--- src/rtl/instr_mem_loader.sv ---
// instr_mem_loader
//   Instruction-side responder for the 8-bit CPU. Holds a 2**ADDR_W x DATA_W
//   instruction RAM filled through a byte-wide valid/ready load port. It
//   answers the CPU's PC combinationally. It also sequences the CPU's life:
//   the CPU is held in reset while loading, released to run, and halted at
//   program end.
//
//   Optional feature macro: LOAD_CHECKSUM_EN adds load_sum, which is the
//   running sum (mod 2**DATA_W) of the accepted load beats.
//
// Ports
//   clk          in   single clock, all state on rising edge
//   RST          in   synchronous active-high reset
//   load_start   in   pulse: enter LOAD, clear write pointer
//   load_valid   in   load beat valid
//   load_data    in   load beat byte
//   load_ready   out  RAM can accept a beat (LOAD and not full)
//   load_done    in   pulse: close program, start CPU
//   run_start    in   pulse: rerun stored program from IDLE/HALT
//   pc_in        in   CPU program counter
//   instruction  out  mem[pc_in] while running inside the program, else NOP_INSTR
//   cpu_rst      out  registered reset to CPU, low only in RUN
//   prog_len     out  bytes in stored program, 0..2**ADDR_W
//   halted       out  registered, high in HALT
//   state        out  IDLE=0, LOAD=1, RUN=2, HALT=3
//   load_sum     out  (LOAD_CHECKSUM_EN only) checksum of accepted beats
module instr_mem_loader #(
  parameter int          ADDR_W    = 8,
  parameter int          DATA_W    = 8,
  parameter logic [7:0]  NOP_INSTR = 8'h00
) (
  input  logic              clk,
  input  logic              RST,
  input  logic              load_start,
  input  logic              load_valid,
  input  logic [DATA_W-1:0] load_data,
  output logic              load_ready,
  input  logic              load_done,
  input  logic              run_start,
  input  logic [ADDR_W-1:0] pc_in,
  output logic [DATA_W-1:0] instruction,
  output logic              cpu_rst,
  output logic [ADDR_W:0]   prog_len,
  output logic              halted,
`ifdef LOAD_CHECKSUM_EN
  output logic [DATA_W-1:0] load_sum,
`endif
  output logic [1:0]        state
);

  typedef enum logic [1:0] {
    S_IDLE = 2'd0,
    S_LOAD = 2'd1,
    S_RUN  = 2'd2,
    S_HALT = 2'd3
  } state_e;

  state_e            state_q, state_d;
  // The write pointer doubles as the program length. After every accepted
  // beat, prog_len equals wr_ptr + 1, which is the new wr_ptr. Both are
  // cleared together. The MSB set means 2**ADDR_W bytes are held (full).
  logic [ADDR_W:0]   wr_ptr_q, wr_ptr_d;
  logic              cpu_rst_q, halted_q;
  logic              accept;
  logic              in_prog;

  logic [DATA_W-1:0] mem [2**ADDR_W];

  assign load_ready = (state_q == S_LOAD) && !wr_ptr_q[ADDR_W];
  // A restart in the same cycle wins over a beat, so that beat is dropped.
  assign accept     = load_ready && load_valid && !load_start;

  // The compare is ADDR_W+1 bits wide. A PC that wraps can never fall
  // outside a full program, and prog_len=0 never matches.
  assign in_prog     = ({1'b0, pc_in} < wr_ptr_q);
  assign instruction = (state_q == S_RUN && in_prog) ? mem[pc_in] : NOP_INSTR[DATA_W-1:0];

  assign prog_len = wr_ptr_q;
  assign cpu_rst  = cpu_rst_q;
  assign halted   = halted_q;
  assign state    = state_q;

  always_comb begin
    state_d  = state_q;
    wr_ptr_d = wr_ptr_q;
    if (accept) wr_ptr_d = wr_ptr_q + 1'b1;
    unique case (state_q)
      S_IDLE: begin
        if (load_start)     state_d = S_LOAD;
        else if (run_start) state_d = S_RUN;
      end
      S_LOAD: begin
        if (load_done) state_d = S_RUN;
      end
      S_RUN: begin
        if (!in_prog) state_d = S_HALT;
      end
      S_HALT: begin
        if (run_start) state_d = S_RUN;
      end
      default: state_d = S_IDLE;
    endcase
    // load_start outranks load_done and run_start from any state.
    if (load_start) begin
      state_d  = S_LOAD;
      wr_ptr_d = '0;
    end
  end

  always_ff @(posedge clk) begin
    if (RST) begin
      state_q   <= S_IDLE;
      wr_ptr_q  <= '0;
      cpu_rst_q <= 1'b1;
      halted_q  <= 1'b0;
    end else begin
      state_q   <= state_d;
      wr_ptr_q  <= wr_ptr_d;
      // These are registered from the next state, so cpu_rst drops in the
      // first cycle that state shows RUN.
      cpu_rst_q <= (state_d != S_RUN);
      halted_q  <= (state_d == S_HALT);
    end
  end

  // The RAM is not reset. A cleared prog_len makes its contents invalid.
  always_ff @(posedge clk) begin
    if (!RST && accept) mem[wr_ptr_q[ADDR_W-1:0]] <= load_data;
  end

`ifdef LOAD_CHECKSUM_EN
  logic [DATA_W-1:0] sum_q, sum_d;

  always_comb begin
    sum_d = sum_q;
    if (load_start)  sum_d = '0;
    else if (accept) sum_d = sum_q + load_data;
  end

  always_ff @(posedge clk) begin
    if (RST) sum_q <= '0;
    else     sum_q <= sum_d;
  end

  assign load_sum = sum_q;
`endif

endmodule

--- config.mk ---
export PLATFORM = sky130hd
export DESIGN_NAME = instr_mem_loader
export DESIGN_NICKNAME = d
export VERILOG_FILES = /design/src/rtl/instr_mem_loader.sv
export SDC_FILE = /design/constraint.sdc
export NUM_CORES = 2
export LEC_CHECK = 0
export CAP_MARGIN = 25
export CORE_UTILIZATION = 55
export CTS_CLUSTER_SIZE = 28
export DETAILED_ROUTE_END_ITERATION = 6
export HOLD_SLACK_MARGIN = 0.08
export PLACE_DENSITY = 0.73
export SKIP_LAST_GASP = 1
export SYNTH_ARGS = -nofsm -noshare
export SYNTH_HDL_FRONTEND = slang
export SYNTH_SLANG_ARGS = --single-unit
--- constraint.sdc ---
create_clock -name clk -period 3 [get_ports clk]
set_clock_uncertainty 0.2 [all_clocks]
set_input_delay 0.6 -clock clk [delete_from_list [all_inputs] [get_ports clk]]
set_output_delay 0.6 -clock clk [all_outputs]
set_load 0.03 [all_outputs]
==> flow_metrics.tcl <==
set metrics [dict create \
    status "finished with violations" \
    violations "DRC, setup timing" \
    grt-ovfl-total 0 \
    io_buffers 43 \
    dp_hpwl_um 156000 \
    fin_cells 7205 \
    crit_type "reg -> out" \
    grt_pass1_vias 47300 \
    finalHoldViolCount 0 \
    synth_edf_count 2048 \
    internal_power_w 0.0470 \
    fin_crit_sh_pct 143 \
    ys_seq_area_share_pct 75.6 \
    netlist_top_cells_area "edfxtp_1 75%, mux4_2 8.6%, mux2i_1 4.0%, nor2_1 1.5%, mux4_1 1.1%" \
    max_stage_delay_ns 0.45 \
    synthesis.nets 4186 \
    worstHoldPathCells 1 \
    crit_slowest_cell "a2111o_1" \
    cts_buffers 195 \
    reg2reg_from "state[1]" \
    avgSynthCellArea_um2 19.7 \
    insertion_delay_ns 0.83 \
    grt_pass1_wl_um 335000 \
    drc 1 \
    routed_via_density 6.62 \
    worstPathCellList "inv_2, ha_4, a211o_1, a2111o_1, a21oi_4, o31ai_2, a2111oi_2, buf_4, a41o_4, buf_12" \
    tightest_slew_ns 0.860 \
    async_flop_share_pct 0 \
    met1Wirelength_um 84000 \
    worstRegToRegCells 11 \
    period_needed_ns 4.29 \
    path_delay_family "compound AO/OA/AOI/OAI gates" \
    r2r_end "mem[106][7]" \
    cp.arrival_ns 3.49 \
    numClockSinks 2061 \
    initial_utilization_pct 55.4 \
    vias 47700 \
    wl_per_cell_um 32.7 \
    clockBufferDepth 3 \
    place_inst 6813 \
    cp.required_ns 2.20 \
    p_clk_share_pct 40.6 \
    dr_wl_met2_um 107000 \
    ys.flop_type "edfxtp_1" \
    switching_share_pct 21.5 \
    p_per_area_nw_per_um2 608 \
    p_switching_w 0.0129 \
    h-tree-depth 4 \
    crit_fanout 3 \
    io_pins 44 \
    regToRegSetupSlack_ns 0 \
    maxCapViolations 0 \
    die_w_um 387 \
    rsz0062_at_grt "yes" \
    dieHeight_um 387 \
    row_count 141 \
    drt-total-wl_um 236000 \
    first_pass_iters 7 \
    final_area_um2 98500 \
    worstHoldPathType "in -> reg" \
    synth_top_area_cell "edfxtp_1" \
    ant_nets 0 \
    root_buffer "clkbuf_16" \
    comb_power_share_pct 6.5 \
    hp-start "load_data[3]" \
    vdd_drop_max_uv 616 \
    fin_ws_ns -1.29 \
    fin_hold_ws_ns 0.133 \
    end_kind "output pin" \
    grt_antenna_before_repair 7 \
    dp_slack_ns -1.83 \
    gp_congestion 0.966 \
    synth_cells 4150 \
    synthDistinctLibCells 79 \
    fill_cells 9127 \
    setup_viol 8 \
    fmax_ghz 0.233 \
    synth_area_um2 81700 \
    dr.max_layer_used "met5" \
    synth_top_area_share_pct 75.2 \
    critPathBufInv 3 \
    yosysWarnings 0 \
    cts_tree "built" \
    p_leak_nw 33.5 \
    worstSetupStartpointType "flop" \
    area_growth_pct 20.5 \
    placed_area_um2 91100 \
    p_seq_share_pct 52.9 \
    core_area_um2 148000 \
    die_area_um2 150000 \
    wl_met3_um 31400 \
    slew_headroom_pct 42.6 \
    clkTransAtPathRegs_ns 0.06 \
    nets 5157 \
    drive_above_1_share_pct 32.8 \
    grt_max_degree 96 \
    maxSlewViolCount 0 \
    ys_ff_latch 2061 \
    drtIter0Drc 7173 \
    grt_use_total_pct 31.5 \
    hold_path_end "mem[101][3]" \
    tns_ns -9.43 \
]
==> cell usage in the layout, fill, tap and decap left out, types with 55 or more instances in the layout <==
cell and count:
buf_4 865, a221oi_1 90, a21oi_1 55, nand3_1 61
mux4_2 319, o21ai_0 65, nand2_1 83, nor2_1 315
clkbuf_16 198, mux2i_1 329, buf_12 96, edfxtp_1 2048
==> sequential cells by signal (all words and copies together) (netlist names) <==
name / flops
cpu_rst: 1
mem: 2048
state: 2
halted: 1
prog_len: 9
==> worst register-to-register path: stages, from the launching register on <==
cell      delay [ns]
dfxtp_1         0.32
buf_4           0.14
inv_1           0.07
ha_1            0.16
nand3b_1        0.09
buf_4           0.21
nor2_2          0.28
buf_4           0.23
nand3_1         0.31
buf_4           0.32
nor2_1          0.17
buf_4           0.21
==> power groups by stage <==
stage / combinational (W) / sequential (W) / clock, W
4_1_cts: 0.00377 / 0.0316 / 0.0244
3_5_place_dp: 0.00361 / 0.0323 / 0
2_1_floorplan: 0.00167 / 0.0323 / 0
6_report: 0.00391 / 0.0316 / 0.0243
5_1_grt: 0.00400 / 0.0316 / 0.0254
3_3_place_gp: 0.00355 / 0.0323 / 0
==> worst max-delay path by stage <==
stage                start              to  slack (ns)  cells after the start
2_1_floorplan     pc_in[0]  instruction[0]       -0.31                     12
3_3_place_gp      pc_in[0]  instruction[2]       -1.83                     11
3_5_place_dp      pc_in[0]  instruction[2]       -1.83                     11
4_1_cts        prog_len[1]  instruction[4]       -1.27                     10
5_1_grt        prog_len[6]  instruction[3]       -1.34                     12
6_report       prog_len[1]  instruction[4]       -1.29                     10
==> kinds of logic (layout without fill, tap and decap cells) <==
group | after synthesis | after routing | share of synthesized area (%)
xor+xnor | 7 | 7 | 0.0750
simple gates | 604 | 604 | 3.24
fa+ha+maj | 14 | 14 | 0.214
flops | 2061 | 2061 | 75.6
compound gates | 496 | 496 | 4.52
other cells | 0 | 1 | 0
mux | 691 | 691 | 13.9
buf+inv | 277 | 1401 | 2.46
==> repair_timing <==
item / CTS / global route
hold endpoints to repair: 98 / 0
endpoints found under the setup margin: 19 / 8
gates resized for setup: 107 / 53
buffers inserted: 20 / 14
gates cloned: 5 / 0
hold buffers: 4 / 0
pin swaps: 31 / 17
==> cells in the mapped netlist, types with 5 or more instances <==
| master | number |
|---|---|
| edfxtp_1 | 2048 |
| mux2i_1 | 329 |
| nor2_1 | 322 |
| mux4_2 | 313 |
| a221oi_1 | 95 |
| clkbuf_1 | 88 |
| nand2_1 | 87 |
| o21ai_0 | 72 |
| nand3_1 | 66 |
| a21oi_1 | 62 |
| buf_2 | 62 |
| a22oi_1 | 61 |
| buf_6 | 42 |
| a221o_1 | 39 |
| mux4_1 | 33 |
| nor3_1 | 32 |
| buf_8 | 24 |
| o31ai_1 | 23 |
| o22ai_1 | 22 |
| nand2b_1 | 21 |
| buf_4 | 20 |
| a211oi_1 | 19 |
| nand4_1 | 18 |
| inv_1 | 17 |
| a31oi_1 | 16 |
| mux2_2 | 16 |
| nor4_1 | 16 |
| ha_1 | 14 |
| dfxtp_1 | 13 |
| buf_12 | 10 |
| nor2b_1 | 10 |
| o211ai_1 | 8 |
| or2_2 | 8 |
| o221ai_1 | 7 |
| xnor2_1 | 7 |
| a221oi_2 | 6 |
| o21ai_1 | 6 |
| a22o_1 | 5 |
| and2_1 | 5 |
| buf_1 | 5 |
| clkbuf_8 | 5 |
==> final cells by class <==
type                       count  area (um2)  share of cell area [%]
antenna                        1        2.50                 0.00254
timing repair buffer        1033        9380                    9.52
tap                         1930        2410                    2.45
clock inverter               106        1060                    1.08
inverter                      18        71.3                  0.0724
clock buffer                 244        5160                    5.24
multi-input combinational   1812       18600                    18.9
sequential                  2061       61800                    62.7
==> per-stage QoR <==
step / total power, W / utilization, %
floorplan: 0.0340 / -
global placement: 0.0358 / 61.7
detailed placement: 0.0359 / 61.7
CTS: 0.0598 / 66.4
global route: 0.0610 / 66.7
finish: 0.0598 / 66.7
==> routing by layer <==
layer  GRT usage [%]  vias to the layer above
li1                -                    19100
met1            42.8                    24300
met2            47.2                     3644
met3            8.16                      689
met4            16.2                       10
met5           0.415                        -
No activity file was read; power rests on OpenSTA's default activity.
